### config.mk
export PLATFORM = sky130hd
export DESIGN_NAME = picobello_eoc_monitor
export DESIGN_NICKNAME = d
export VERILOG_FILES = /design/src/rtl/picobello_eoc_pkg.sv /design/src/rtl/picobello_eoc_regs.sv /design/src/rtl/picobello_eoc_monitor.sv
export SDC_FILE = /design/constraint.sdc
export NUM_CORES = 1
export LEC_CHECK = 0
export CAP_MARGIN = 20
export CELL_PAD_IN_SITES_DETAIL_PLACEMENT = 0
export CELL_PAD_IN_SITES_GLOBAL_PLACEMENT = 1
export CORE_MARGIN = 2
export CORE_UTILIZATION = 49
export CTS_BUF_LIST = sky130_fd_sc_hd__clkbuf_8
export DETAILED_ROUTE_END_ITERATION = 7
export GPL_TIMING_DRIVEN = 0
export PLACE_DENSITY_LB_ADDON = 0.1
export SLEW_MARGIN = 20
export SYNTH_ARGS = -nofsm -noshare
export SYNTH_HDL_FRONTEND = slang
export SYNTH_SLANG_ARGS = --single-unit
### constraint.sdc
create_clock -name clk_i -period 21.3 [get_ports clk_i]
set_input_delay 4.26 -clock clk_i [delete_from_list [all_inputs] [get_ports clk_i]]
set_output_delay 4.26 -clock clk_i [all_outputs]
set_load 0.05 [all_outputs]
### src/rtl/picobello_eoc_pkg.sv
`default_nettype none
// ============================================================================
//  Module      : picobello_eoc_pkg
//  Description : Shared definitions for the end-of-computation monitor.
//                Holds the register map offsets, the FSM state encoding,
//                the exit code reported on watchdog expiry and a helper
//                that forms the exit code for a normal end of run.
//  Revision    : 1.0 - initial release
// ============================================================================
package picobello_eoc_pkg;

    // Byte offsets of the register window (bits [1:0] are ignored on decode)
    localparam logic [31:0] c_OFF_EOC      = 32'h0000_0000;
    localparam logic [31:0] c_OFF_CL_MASK  = 32'h0000_0004;
    localparam logic [31:0] c_OFF_CL_DONE  = 32'h0000_0008;
    localparam logic [31:0] c_OFF_TO_LIMIT = 32'h0000_000C;
    localparam logic [31:0] c_OFF_CYCLE_LO = 32'h0000_0010;
    localparam logic [31:0] c_OFF_CYCLE_HI = 32'h0000_0014;

    // Exit code presented when the watchdog ends the run
    localparam logic [31:0] c_TIMEOUT_EXIT_CODE = 32'hFFFF_FFFF;

    typedef enum logic [2:0] {
        IDLE    = 3'd0,
        RUN     = 3'd1,
        WAIT    = 3'd2,
        DONE    = 3'd3,
        TIMEOUT = 3'd4
    } eoc_state_e;

    // A normal exit code always has bit 31 clear so it can never alias the
    // all-ones timeout code.
    function automatic logic [31:0] normal_exit_code(input logic [30:0] code);
        return {1'b0, code};
    endfunction

endpackage
`default_nettype wire

### src/rtl/picobello_eoc_regs.sv
`default_nettype none
// ============================================================================
//  Module      : picobello_eoc_regs
//  Description : Register window of the EOC monitor: request/response
//                handshake (single outstanding transaction), address decode,
//                error generation and the host-writable CL_MASK / TO_LIMIT
//                registers. Read-only values are supplied by the parent.
//  Ports       : clk, rst                 clock, async active-high reset
//                i_req_* / o_req_ready    request channel
//                o_rsp_* / i_rsp_ready    response channel
//                i_eoc, i_code            EOC register read-back
//                i_cl_done, i_count       CL_DONE and cycle counter read-back
//                o_req_fire               any request accepted this cycle
//                o_eoc_wr, o_eoc_code     accepted EOC write with bit0 set
//                o_cl_mask, o_to_limit    register contents
//  Revision    : 1.0 - initial release
// ============================================================================
module picobello_eoc_regs
    import picobello_eoc_pkg::*;
#(
    parameter int unsigned NUM_CLUSTERS = 16,
    parameter int unsigned ADDR_WIDTH   = 5,
    parameter int unsigned CNT_WIDTH    = 48
) (
    input  logic                    clk,
    input  logic                    rst,
    input  logic                    i_req_valid,
    output logic                    o_req_ready,
    input  logic [ADDR_WIDTH-1:0]   i_req_addr,
    input  logic                    i_req_write,
    input  logic [31:0]             i_req_wdata,
    input  logic [3:0]              i_req_wstrb,
    output logic                    o_rsp_valid,
    input  logic                    i_rsp_ready,
    output logic [31:0]             o_rsp_rdata,
    output logic                    o_rsp_error,
    input  logic                    i_eoc,
    input  logic [30:0]             i_code,
    input  logic [NUM_CLUSTERS-1:0] i_cl_done,
    input  logic [CNT_WIDTH-1:0]    i_count,
    output logic                    o_req_fire,
    output logic                    o_eoc_wr,
    output logic [30:0]             o_eoc_code,
    output logic [NUM_CLUSTERS-1:0] o_cl_mask,
    output logic [CNT_WIDTH-1:0]    o_to_limit
);

    logic                    r_rsp_valid;
    logic [31:0]             r_rsp_rdata;
    logic                    r_rsp_error;
    logic [NUM_CLUSTERS-1:0] r_cl_mask;
    logic [31:0]             r_to_limit;

    logic        w_fire;
    logic [31:0] w_addr;
    logic [31:0] w_rdata;
    logic        w_error;
    logic        w_wr_eoc;
    logic        w_wr_mask;
    logic        w_wr_limit;

    // A new request may enter whenever the response slot is empty or is
    // being drained in the same cycle.
    assign o_req_ready = !r_rsp_valid || i_rsp_ready;
    assign w_fire      = i_req_valid && o_req_ready;
    assign w_addr      = 32'(i_req_addr) & 32'hFFFF_FFFC;

    always_comb begin
        w_rdata    = '0;
        w_error    = 1'b0;
        w_wr_eoc   = 1'b0;
        w_wr_mask  = 1'b0;
        w_wr_limit = 1'b0;
        if (i_req_write) begin
            // Partial writes are rejected outright, without side effects
            if (i_req_wstrb != 4'hF) begin
                w_error = 1'b1;
            end else begin
                case (w_addr)
                    c_OFF_EOC:      w_wr_eoc   = 1'b1;
                    c_OFF_CL_MASK:  w_wr_mask  = 1'b1;
                    c_OFF_TO_LIMIT: w_wr_limit = 1'b1;
                    default:        w_error    = 1'b1; // read-only or unmapped
                endcase
            end
        end else begin
            case (w_addr)
                c_OFF_EOC:      w_rdata = {i_code, i_eoc};
                c_OFF_CL_MASK:  w_rdata = 32'(r_cl_mask);
                c_OFF_CL_DONE:  w_rdata = 32'(i_cl_done);
                c_OFF_TO_LIMIT: w_rdata = r_to_limit;
                c_OFF_CYCLE_LO: w_rdata = 32'(i_count);
                c_OFF_CYCLE_HI: w_rdata = 32'(i_count >> 32);
                default:        w_error = 1'b1;
            endcase
        end
    end

    // Response slot: loaded on acceptance, held until the consumer takes it
    always_ff @(posedge clk or posedge rst) begin
        if (rst) begin
            r_rsp_valid <= 1'b0;
            r_rsp_rdata <= '0;
            r_rsp_error <= 1'b0;
        end else if (w_fire) begin
            r_rsp_valid <= 1'b1;
            r_rsp_rdata <= w_rdata;
            r_rsp_error <= w_error;
        end else if (i_rsp_ready) begin
            r_rsp_valid <= 1'b0;
        end
    end

    always_ff @(posedge clk or posedge rst) begin
        if (rst) begin
            r_cl_mask  <= '0;
            r_to_limit <= '0;
        end else if (w_fire) begin
            if (w_wr_mask) begin
                r_cl_mask <= i_req_wdata[NUM_CLUSTERS-1:0];
            end
            if (w_wr_limit) begin
                r_to_limit <= i_req_wdata;
            end
        end
    end

    assign o_rsp_valid = r_rsp_valid;
    assign o_rsp_rdata = r_rsp_rdata;
    assign o_rsp_error = r_rsp_error;
    assign o_req_fire  = w_fire;
    assign o_eoc_wr    = w_fire && w_wr_eoc && i_req_wdata[0];
    assign o_eoc_code  = i_req_wdata[31:1];
    assign o_cl_mask   = r_cl_mask;
    assign o_to_limit  = CNT_WIDTH'(r_to_limit);

endmodule
`default_nettype wire

### src/rtl/picobello_eoc_monitor.sv
`default_nettype none
// ============================================================================
//  Module      : picobello_eoc_monitor
//  Description : End-of-computation monitor. Latches the host exit code,
//                optionally waits for selected clusters to report done and
//                guards the run with a cycle watchdog. eoc_o / exit_code_o
//                form a registered, stable pair for the polling harness.
//  Ports       : clk_i, rst_i              clock, async active-high reset
//                req_* / rsp_*             register bus (see picobello_eoc_regs)
//                cluster_done_i            level done flag per cluster
//                eoc_o, exit_code_o        run finished and its exit code
//                timeout_o                 watchdog fired (sticky)
//  Revision    : 1.0 - initial release
// ============================================================================
module picobello_eoc_monitor
    import picobello_eoc_pkg::*;
#(
    parameter int unsigned NUM_CLUSTERS = 16,
    parameter int unsigned ADDR_WIDTH   = 5,
    parameter int unsigned CNT_WIDTH    = 48
) (
    input  logic                    clk_i,
    input  logic                    rst_i,
    input  logic                    req_valid_i,
    output logic                    req_ready_o,
    input  logic [ADDR_WIDTH-1:0]   req_addr_i,
    input  logic                    req_write_i,
    input  logic [31:0]             req_wdata_i,
    input  logic [3:0]              req_wstrb_i,
    output logic                    rsp_valid_o,
    input  logic                    rsp_ready_i,
    output logic [31:0]             rsp_rdata_o,
    output logic                    rsp_error_o,
    input  logic [NUM_CLUSTERS-1:0] cluster_done_i,
    output logic                    eoc_o,
    output logic [31:0]             exit_code_o,
    output logic                    timeout_o
);

    eoc_state_e              r_state;
    eoc_state_e              w_state_next;
    logic [CNT_WIDTH-1:0]    r_count;
    logic [NUM_CLUSTERS-1:0] r_cl_done;
    logic [30:0]             r_code;
    logic                    r_eoc;
    logic [31:0]             r_exit_code;
    logic                    r_timeout;

    logic                    w_req_fire;
    logic                    w_eoc_wr;
    logic [30:0]             w_eoc_code;
    logic [NUM_CLUSTERS-1:0] w_cl_mask;
    logic [CNT_WIDTH-1:0]    w_to_limit;
    logic                    w_active;
    logic                    w_timeout_hit;
    logic                    w_mask_met;
    logic                    w_enter_run;

    picobello_eoc_regs #(
        .NUM_CLUSTERS (NUM_CLUSTERS),
        .ADDR_WIDTH   (ADDR_WIDTH),
        .CNT_WIDTH    (CNT_WIDTH)
    ) u_regs (
        .clk         (clk_i),
        .rst         (rst_i),
        .i_req_valid (req_valid_i),
        .o_req_ready (req_ready_o),
        .i_req_addr  (req_addr_i),
        .i_req_write (req_write_i),
        .i_req_wdata (req_wdata_i),
        .i_req_wstrb (req_wstrb_i),
        .o_rsp_valid (rsp_valid_o),
        .i_rsp_ready (rsp_ready_i),
        .o_rsp_rdata (rsp_rdata_o),
        .o_rsp_error (rsp_error_o),
        .i_eoc       (r_eoc),
        .i_code      (r_code),
        .i_cl_done   (r_cl_done),
        .i_count     (r_count),
        .o_req_fire  (w_req_fire),
        .o_eoc_wr    (w_eoc_wr),
        .o_eoc_code  (w_eoc_code),
        .o_cl_mask   (w_cl_mask),
        .o_to_limit  (w_to_limit)
    );

    assign w_active      = (r_state == RUN) || (r_state == WAIT);
    // A zero limit disables the watchdog
    assign w_timeout_hit = w_active && (w_to_limit != '0) && (r_count == w_to_limit);
    // Evaluated against the live mask so a mask change while waiting takes
    // effect immediately.
    assign w_mask_met    = ((r_cl_done & w_cl_mask) == w_cl_mask);
    assign w_enter_run   = (r_state == IDLE) && w_req_fire;

    always_ff @(posedge clk_i or posedge rst_i) begin
        if (rst_i) begin
            r_state <= IDLE;
        end else begin
            r_state <= w_state_next;
        end
    end

    always_comb begin
        w_state_next = r_state;
        case (r_state)
            IDLE: begin
                if (w_req_fire) begin
                    w_state_next = RUN;
                end
            end
            RUN: begin
                // The watchdog wins over an EOC write in the same cycle
                if (w_timeout_hit) begin
                    w_state_next = TIMEOUT;
                end else if (w_eoc_wr) begin
                    w_state_next = (w_cl_mask != '0) ? WAIT : DONE;
                end
            end
            WAIT: begin
                if (w_timeout_hit) begin
                    w_state_next = TIMEOUT;
                end else if (w_mask_met) begin
                    w_state_next = DONE;
                end
            end
            default: begin
                w_state_next = r_state; // DONE / TIMEOUT are terminal
            end
        endcase
    end

    // Cycle counter: zero while idle, saturating while running, frozen once
    // the run ends or the limit is reached.
    always_ff @(posedge clk_i or posedge rst_i) begin
        if (rst_i) begin
            r_count <= '0;
        end else if (r_state == IDLE) begin
            r_count <= '0;
        end else if (w_active && !w_timeout_hit && (r_count != '1)) begin
            r_count <= r_count + CNT_WIDTH'(1);
        end
    end

    // Sticky per-cluster done flags, restarted when a run begins
    always_ff @(posedge clk_i or posedge rst_i) begin
        if (rst_i) begin
            r_cl_done <= '0;
        end else if (w_enter_run) begin
            r_cl_done <= '0;
        end else begin
            r_cl_done <= r_cl_done | (cluster_done_i & w_cl_mask);
        end
    end

    // The code is captured only by the write that actually ends the RUN
    // phase; later EOC writes are acknowledged but leave it untouched.
    always_ff @(posedge clk_i or posedge rst_i) begin
        if (rst_i) begin
            r_code <= '0;
        end else if ((r_state == RUN) && w_eoc_wr && !w_timeout_hit) begin
            r_code <= w_eoc_code;
        end
    end

    // Outputs are loaded from the terminal state, so they switch together
    // and never change again until reset.
    always_ff @(posedge clk_i or posedge rst_i) begin
        if (rst_i) begin
            r_eoc       <= 1'b0;
            r_exit_code <= '0;
            r_timeout   <= 1'b0;
        end else if (r_state == DONE) begin
            r_eoc       <= 1'b1;
            r_exit_code <= normal_exit_code(r_code);
        end else if (r_state == TIMEOUT) begin
            r_eoc       <= 1'b1;
            r_exit_code <= c_TIMEOUT_EXIT_CODE;
            r_timeout   <= 1'b1;
        end
    end

    assign eoc_o       = r_eoc;
    assign exit_code_o = r_exit_code;
    assign timeout_o   = r_timeout;

endmodule
`default_nettype wire
==> reports/metrics.csv, run 1 <==
stage,metric,value,unit
floorplanning,Initial Util,0.494,
clock_network,CTS Sinks,214,
sta,Fin. Hold Viols,0,
critical_path,FF-to-FF End,r_count[6],
clock_network,Post-CTS Setup Bufs,0,
detailed_routing,Iter 0 DRT Violations,528,
sta,minimum clock period,9.95,ns
detailed_routing,DR vias,8952,
clock_network,CTS tree,built,
min_path,Hold Crit Class,register to register,
layout,nets@finish,1236,
clock_network,clock latency on the worst-skew pair,0.55,ns
detailed_routing,drt first pass iters,5,
sta,worst clock skew,0.0185,ns
sta,Slew HR,0.373,
layout,fin util,0.607,
min_path,hold path endpoint,u_regs.o_rsp_rdata[26],
critical_path,reg2reg setup slack,18.13,ns
logic_synthesis,post-synthesis sequential area ratio,0.501,
clock_network,clock slew at reported path FFs,0.06,ns
power,P_leak,5.71,nW
run_status,status,finished clean,
min_path,WHS Path Cells,2,
logic_synthesis,syn avg cell area,10.6,um2
critical_path,Worst Path Required,17.04,ns
floorplanning,die area,0.0230,mm2
min_path,Hold Path Origin,u_regs.o_rsp_rdata[26],
global_route,Total GRT Usage,0.299,
clock_network,CTS max path bufs,3,
logic_synthesis,Post-synth top cells,"dfrtp_1, mux2_2, nor2_1, a21oi_1, nand2_1",
power,total power,0.000993,W
logic_synthesis,Synth Register Bits,214,
place,Port Buffers,127,
place,dpl hpwl,24.8,mm
sta,Tcrit/Tclk final,0.467,
critical_path,Worst R2R Start,r_count[39],
sta,Final setup violation count,0,
global_route,first-pass GRT wire length,51.9,mm
power,sequential power share,0.442,
logic_synthesis,Yosys cell types,57,
global_route,antenna violations before repair,2,
layout,layout cell share with drive strength beyond 1,0.144,
detailed_routing,DRT antenna net count,0,
power,worst vdd ir,0.0572,mV
sta,max-slew violations,0,
logic_synthesis,fraction of registers with async set or reset after synthesis,1.00,
critical_path,CP startpoint,rsp_ready_i,
clock_network,root buffer cell,clkbuf_8,
critical_path,crit-path max FO,4,
floorplanning,Core Region,0.0216,mm2
layout,Area Growth Syn to Fin,22.8,%
logic_synthesis,Post-synth EDFFs,0,
global_route,largest net degree at the start of global routing,104,
logic_synthesis,primary flip-flop cell chosen by synthesis mapping,dfrtp_1,
detailed_routing,routed len/inst,22.7,um
clock_network,cts bufs inserted,38,
power,Pwr Density,75.7,mW/mm2
sta,fmax,101,MHz
power,Pint,0.000686,W
layout,antenna cells,0,
floorplanning,row count,54,
floorplanning,Ports,131,
critical_path,Critical Path Sink Type,output pin,
floorplanning,DIE HEIGHT,152,um
power,clock network power share,0.384,
power,combinational share of power,0.175,
logic_synthesis,cells after synthesis,1004,
detailed_routing,DRC viols,0,
logic_synthesis,share of the synthesized area in the top cell type,0.501,
global_route,GRT Residual Overflow,0,
floorplanning,die extent in x,152,um
flow_run,max-cap violations,0,
sta,RSZ-0062 raised after global routing,false,
logic_synthesis,Yosys warning count,0,
logic_synthesis,Syn Nets,1067,
power,switching power,0.000307,W
power,Sw Ratio,0.309,
logic_synthesis,top area cells in the synthesized netlist,"dfrtp_1, mux2_2, xor2_1",
logic_synthesis,Yosys top cell by area,dfrtp_1,
clock_network,H-Tree Depth,2,
critical_path,startpoint types,input port,
critical_path,Worst R2R Path Depth,8,
sta,Worst-Margin Slew,0.933,ns
logic_synthesis,Mapped Area,0.0107,mm2
place,Placer Congestion,0.929,
clock_network,post-cts repair resize count,0,
critical_path,critical path class,input port to output pin,
global_route,vias in the first global route,8935,
detailed_routing,routed wire length,33.5,mm
detailed_routing,via/cell ratio,6.06,
sta,TNS Setup,0,ns
clock_network,Hold Buf Count CTS,0,
logic_synthesis,most used standard cell by instance count after synthesis,dfrtp_1,
critical_path,critical path arrival,5.69,ns
[cells in the final DEF, fill, tap and decap left out, types with 4 or more instances in the layout]
cell type | Yosys | layout
nor4_1 | 40 | 40
nand3_1 | 23 | 23
or3_1 | 14 | 14
clkdlybuf4s50_1 | 0 | 127
nand2b_1 | 13 | 13
buf_2 | 14 | 14
inv_1 | 26 | 36
o22ai_1 | 16 | 16
and3_1 | 12 | 12
a221oi_1 | 4 | 4
and4_1 | 7 | 7
o211ai_1 | 8 | 8
nor2_1 | 67 | 67
mux2_2 | 83 | 83
clkbuf_1 | 48 | 48
clkbuf_8 | 0 | 50
o2111ai_1 | 7 | 7
a22oi_1 | 20 | 20
a22o_1 | 13 | 13
o41ai_1 | 5 | 5
buf_1 | 6 | 6
xor2_1 | 38 | 38
dfrtp_1 | 214 | 214
mux2i_1 | 26 | 26
nor2b_1 | 9 | 9
or4b_1 | 5 | 5
mux4_2 | 9 | 9
and2_1 | 5 | 5
nand4_1 | 28 | 28
o21ai_0 | 34 | 34
nand2_1 | 57 | 57
or4_1 | 8 | 8
a21oi_1 | 66 | 66
o31ai_1 | 11 | 11
o22a_1 | 31 | 31
nor3_1 | 11 | 11
[worst max-delay path by stage]
stage	endpoint	slack, ns	cells past startpoint
CTS	req_ready_o	11.34	3
finish	req_ready_o	11.35	3
detailed placement	req_ready_o	11.34	3
global placement	r_count[46]	8.31	2
floorplan	eoc_o	11.19	1
global route	req_ready_o	11.30	3
[power by group through the flow]
stage,logic [W],registers (W),clock network (W)
after global placement,0.000170,0.000445,0
after global routing,0.000190,0.000440,0.000404
after CTS,0.000174,0.000438,0.000387
after detailed placement,0.000173,0.000445,0
final,0.000174,0.000439,0.000381
after floorplan,0.000102,0.000444,0
[worst max-delay path: stages]
cell and delay (ns):
clkdlybuf4s50_1 0.45, nand2b_1 0.16, clkdlybuf4s50_1 0.82
[metal layers]
layer  vias to the layer above  track usage  wire length [um]
met4                         2       0.0856               859
li1                       4080            -                 -
met5                         -            0                13
met1                      4491        0.438             15300
met3                        76       0.0560              2050
met2                       303        0.456             15300
[stage by stage]
stage / setup slack (ns) / area [um2] / hold WS (ns) / instances
5_1_grt: 11.30 / 13100 / 0.506 / 1477
3_5_place_dp: 11.34 / 12400 / 0.473 / 1413
6_report: 11.35 / 13100 / 0.479 / 1477
4_1_cts: 11.34 / 13100 / 0.484 / 1477
2_1_floorplan: 11.19 / 10700 / 0.462 / 1004
3_3_place_gp: 8.31 / 12300 / 0.463 / 1411
[sequential cells by signal, summed over array words and instances, names as in the netlist]
| signal | flops |
|---|---|
| r_cl_done | 16 |
| eoc_o | 1 |
| u_regs.o_rsp_error | 1 |
| timeout_o | 1 |
| u_regs.r_to_limit | 32 |
| exit_code_o | 32 |
| u_regs.o_cl_mask | 16 |
| u_regs.o_rsp_valid | 1 |
| u_regs.o_rsp_rdata | 32 |
| r_state | 3 |
| r_code | 31 |
| r_count | 48 |
[cells by family (layout without fill, tap and decap cells)]
kind of cell,after synthesis,in the layout,synth area share
AO/OA/AOI/OAI,225,225,0.142
XOR/XNOR,40,40,0.0328
adder cells (fa/ha/maj),1,1,0.00117
buffers and inverters,96,289,0.0362
flip-flops,214,214,0.501
multiplexers,120,120,0.133
AND/OR/NAND/NOR,308,308,0.154
[layout make-up]
cell class / instances / area (um2)
buffer: 70 / 289
clock buffer: 50 / 688
clock inverter: 14 / 63.8
fill: 1912 / 8500
inverter: 26 / 105
multi-input combinational: 694 / 4940
sequential: 214 / 5360
tap: 280 / 350
timing repair buffer: 129 / 1330
No activity file was read; power rests on OpenSTA's default activity.
==> run 2: changes to the inputs <==
Settings changed: CORE_UTILIZATION 49 to 41.
Clock period 21.3 ns to 9.05 ns, I/O delays scaled along.
==> run 2 against run 1 <==
Compared with the run above: first-iteration DRC count increased by 34%; non-clock buffer count unchanged; sequential cell count unchanged; design area up 1.0%; total power rose by 140%; cell count rose by 4.1%; global-route usage shrank 3.8 points; critical path depth did not move; combinational power up 140%; core utilization down 9.4 points; sequential power rose by 130%.
==> reports/metrics.csv, run 2 (synthesized netlist as in run 1, its figures left out) <==
stage,metric,value,unit
critical_path,crit-path max FO,4,
clock_network,clock latency on the worst-skew pair,0.55,ns
clock_network,CTS tree,built,
layout,layout cell share with drive strength beyond 1,0.150,
critical_path,Worst Path Required,7.24,ns
sta,fmax,198,MHz
detailed_routing,DR vias,8945,
detailed_routing,DRC viols,0,
critical_path,critical path arrival,3.24,ns
sta,Final setup violation count,0,
layout,antenna cells,0,
sta,max-slew violations,0,
clock_network,CTS Sinks,214,
clock_network,post-cts repair resize count,0,
floorplanning,DIE HEIGHT,165,um
detailed_routing,routed wire length,35.2,mm
floorplanning,row count,59,
global_route,first-pass GRT wire length,53.5,mm
place,Placer Congestion,0.885,
clock_network,H-Tree Depth,2,
power,Pint,0.00165,W
sta,RSZ-0062 raised after global routing,false,
power,Pwr Density,181,mW/mm2
power,combinational share of power,0.173,
clock_network,Hold Buf Count CTS,0,
detailed_routing,DRT antenna net count,0,
layout,nets@finish,1237,
global_route,antenna violations before repair,0,
critical_path,WP buf/inv,2,
critical_path,Worst R2R Path Depth,7,
layout,post-route cell area,0.0133,mm2
layout,"commonest non-fill, non-tap cell in the layout",dfrtp_1,
critical_path,CP startpoint,rsp_ready_i,
sta,setup ws final,4.00,ns
power,clock network power share,0.397,
detailed_routing,routed len/inst,22.9,um
power,P_leak,5.74,nW
detailed_routing,drt first pass iters,5,
critical_path,startpoint types,input port,
clock_network,cts bufs inserted,39,
global_route,GRT Residual Overflow,0,
floorplanning,die area,0.0274,mm2
min_path,Hold Path Origin,u_regs.o_rsp_rdata[24],
sta,Slew HR,0.403,
clock_network,clock slew at reported path FFs,0.05,ns
place,Port Buffers,127,
critical_path,Critical Path Sink Type,output pin,
power,sequential power share,0.431,
clock_network,Post-CTS Setup Bufs,0,
clock_network,CTS max path bufs,3,
detailed_routing,Iter 0 DRT Violations,706,
place,Cells after DPL,1468,
sta,Tcrit/Tclk final,0.558,
sta,Fin. Hold Viols,0,
layout,max FFs per register,48,
layout,fillers,2424,
floorplanning,Ports,131,
global_route,vias in the first global route,8859,
layout,Layout Cells excl Fill,1538,
sta,minimum clock period,5.05,ns
layout,Area Growth Syn to Fin,24.1,%
floorplanning,Core Region,0.0258,mm2
critical_path,critical path class,input port to output pin,
flow_run,max-cap violations,0,
global_route,largest net degree at the start of global routing,102,
sta,Worst-Margin Slew,0.889,ns
floorplanning,Initial Util,0.414,
critical_path,reg2reg setup slack,5.83,ns
critical_path,Worst R2R Start,r_count[6],
clock_network,root buffer cell,clkbuf_8,
detailed_routing,via/cell ratio,5.82,
sta,worst clock skew,0.0204,ns
layout,Largest Register,r_count,
power,worst vdd ir,0.112,mV
global_route,Total GRT Usage,0.261,
floorplanning,die extent in x,165,um
critical_path,CP max stage delay,0.82,ns
run_status,status,finished clean,
min_path,Hold Crit Class,register to register,
power,Sw Ratio,0.311,
power,switching power,0.000745,W
place,dpl hpwl,26.1,mm
critical_path,FF-to-FF End,r_count[44],
min_path,hold path endpoint,u_regs.o_rsp_rdata[24],
critical_path,Crit-path slowest cell,clkdlybuf4s50_1,
critical_path,cell mode on critical path,clkdlybuf4s50_1,
critical_path,Crit path max-delay family,buffers and inverters,
place,Setup WS pre-CTS,4.00,ns
critical_path,crit path cell chain,clkdlybuf4s50_1 -> nand2b_1 -> clkdlybuf4s50_1,
min_path,WHS Path Cells,2,
layout,most frequent cells in the layout,"dfrtp_1, clkdlybuf4s50_1, mux2_2",
place,placed cell area,0.0124,mm2
run 2: per-layer routing:
metal | routed length, um | track usage | share of wire | vias up
met3 | 1810 | 0.0440 | 0.052 | 73
met1 | 16500 | 0.383 | 0.47 | 4509
met4 | 1080 | 0.0882 | 0.031 | 0
met2 | 15800 | 0.393 | 0.45 | 270
met5 | 0 | 0 | 0 | -
li1 | - | - | - | 4093
run 2: metrics by stage:
step	hold slack, ns	power [W]	utilization	TNS [ns]
floorplan	0.462	0.00129	-	0
finish	0.486	0.00240	0.513	0
global route	0.511	0.00250	0.513	0
global placement	0.464	0.00146	0.479	-358.40
detailed placement	0.474	0.00146	0.481	0
CTS	0.487	0.00242	0.513	0
run 2: worst max-delay path by stage:
| stage | to | slack (ns) | depth (start not counted) |
|---|---|---|---|
| 2_1_floorplan | eoc_o | 1.39 | 1 |
| 3_3_place_gp | r_count[46] | -1.69 | 2 |
| 3_5_place_dp | req_ready_o | 4.00 | 3 |
| 4_1_cts | req_ready_o | 3.99 | 3 |
| 5_1_grt | req_ready_o | 3.93 | 3 |
| 6_report | req_ready_o | 4.00 | 3 |
run 2: power by group through the flow:
stage | sequential, W | clock (W) | combinational, W
detailed placement | 0.00105 | 0 | 0.000412
finish | 0.00103 | 0.000952 | 0.000414
global route | 0.00104 | 0.00101 | 0.000449
floorplan | 0.00105 | 0 | 0.000241
CTS | 0.00103 | 0.000972 | 0.000413
global placement | 0.00105 | 0 | 0.000407
run 2: final cells by class:
cell class / count / area (um2) / area share
tap: 335 / 419 / 0.0316
inverter: 26 / 105 / 0.00793
clock inverter: 16 / 75.1 / 0.00566
clock buffer: 54 / 743 / 0.0561
sequential: 214 / 5360 / 0.404
buffer: 70 / 289 / 0.0218
multi-input combinational: 694 / 4940 / 0.373
timing repair buffer: 129 / 1330 / 0.100
run 2: worst reg2reg max path: cells and delay by family, from the launching register on:
kind / cells / cell delay, ns
buf+inv: 1 / 0.39
mux: 1 / 0.17
flops: 1 / 0.32
simple gates: 5 / 2.26
==> edit: new RTL, settings of run 2 <==
Re-encode `eoc_state_e` (5 states) as one-hot, 5 bits wide.
--- a/src/rtl/picobello_eoc_pkg.sv
+++ b/src/rtl/picobello_eoc_pkg.sv
@@ -21,10 +21,10 @@
     localparam logic [31:0] c_TIMEOUT_EXIT_CODE = 32'hFFFF_FFFF;
 
-    typedef enum logic [2:0] {
-        IDLE    = 3'd0,
-        RUN     = 3'd1,
-        WAIT    = 3'd2,
-        DONE    = 3'd3,
-        TIMEOUT = 3'd4
+    typedef enum logic [4:0] {
+        IDLE    = 5'b00001,
+        RUN     = 5'b00010,
+        WAIT    = 5'b00100,
+        DONE    = 5'b01000,
+        TIMEOUT = 5'b10000
     } eoc_state_e;
 
Function: no difference found for any inputs over 4 cycles, from zero or initial values and one cycle with rst_i high; so few cycles prove little.
==> edit against run 2 <==
Count of clock-buffer cells in the layout down 3; via count down 2.0%; sequential cell count is 2 higher; synthesized area grew 0.42%; cell area is 0.52% higher; non-clock buffer count unchanged; wire length shrank 0.89%; worst setup slack improved by 0.0017 ns.
Power is not compared: it rests on default switching activity, and its combinational part moved more than twofold at a synthesized area within 25%.
==> edit: results (changes against run 2) <==
RePlAce Congestion - 0.861 (-2.7%)
detailed router's first-iteration violation count - 705 (-0.14%)
met2 Use GR - 38.0% (-1.3 points)
Final clock-cell share - 6.27% (+0.10 points)
syn_nets - 1021 (-4.3%)
dpl cells - 1422 (-3.1%)
Synth cell types - 67 (+18%)
layout cells sized above 1 - 14.0% (-0.99 points)
Hold Path Stages - 1 (-1)
top post-synthesis cells by area - dfrtp_1 (50%), mux2_2 (4.4%), mux2_1 (4.2%), mux4_2 (2.9%), xor2_1 (2.7%)
Mean Syn Cell Area - 11.2 um^2 (+5.2%)
vias in the first global route - 8796 (-0.71%)
capture point of the worst reg-to-reg path - r_count[8]$_DFFE_PP0P_
DR WL met2 - 15500 um (-1.4%)
met3 usage in global routing - 4.69% (+0.30 points)
Non-clock buffer share - 12.2% (about the same)
Layout area overhead - 24.2% (about the same)
Final Skew - 0.0344 ns (+0.0140 ns)
first-pass GRT wire length - 54000 um (+0.89%)
Final HPWL DP - 25900 um (-0.59%)
sequential cell count - 216 (+0.93%)
Fillers - 2410 (-0.58%)
Routed met1 length - 16300 um (-1.5%)
Inserted Clock Buffers - 40 (+2.6%)
multi-input logic area - 4930 um^2 (-0.18%)
sequential portion of the cell area - 40.6% (+0.18 points)
status - completed
Synth top cells by count - dfrtp_1 (215), a21oi_1 (45), nor2_1 (45)
Core Area - 25900 um^2 (+0.29%)
GRT met1 Usage - 37.7% (-0.62 points)
max_slew headroom - 37.6% (-2.7 points)
met3 routed WL - 2080 um (+15%)
post-route setup slack - 4.00 ns (+0.00171 ns)
drt wl/cell - 23.4 um (+2.0%)
DP Area - 12500 um^2 (+0.41%)
routed vias - 8766 (-2.0%)
comb_multi_in - 646 (-6.9%)
worst slack at placement - 4.01 ns (+0.00848 ns)
Reg2Reg Depth - 9 (+2)
worst reg2reg startpoint - r_count[0]$_DFFE_PP0P_
Routed WL - 34900 um (-0.89%)
fin nets - 1192 (-3.6%)
GRT Resource Usage Total - 25.4% (-0.66 points)
[edit: how the worst min path moves through the flow]
stage / startpoint / to / slack, ns
after floorplan: r_cl_done[3]$_DFF_PP0_ / r_cl_done[3]$_DFF_PP0_ / 0.46
after global placement: timeout_o$_DFFE_PP0P_ / timeout_o$_DFFE_PP0P_ / 0.46
after detailed placement: timeout_o$_DFFE_PP0P_ / timeout_o$_DFFE_PP0P_ / 0.47
after CTS: timeout_o$_DFFE_PP0P_ / timeout_o$_DFFE_PP0P_ / 0.48
after global routing: timeout_o$_DFFE_PP0P_ / timeout_o$_DFFE_PP0P_ / 0.49
final: timeout_o$_DFFE_PP0P_ / timeout_o$_DFFE_PP0P_ / 0.47
[edit: logic make-up (layout without fill, tap and decap cells)]
kind of cell,count (synthesis),in the layout,share of synthesized area (%)
buffers and inverters,96,297,3.68
adders and majority gates,1,1,0.117
and+or+nand+nor,267,267,14.6
xor gates and xnor gates,45,45,3.67
DFF,216,216,50.4
muxes,112,112,13.0
AOI/OAI and AO/OA,221,221,14.5
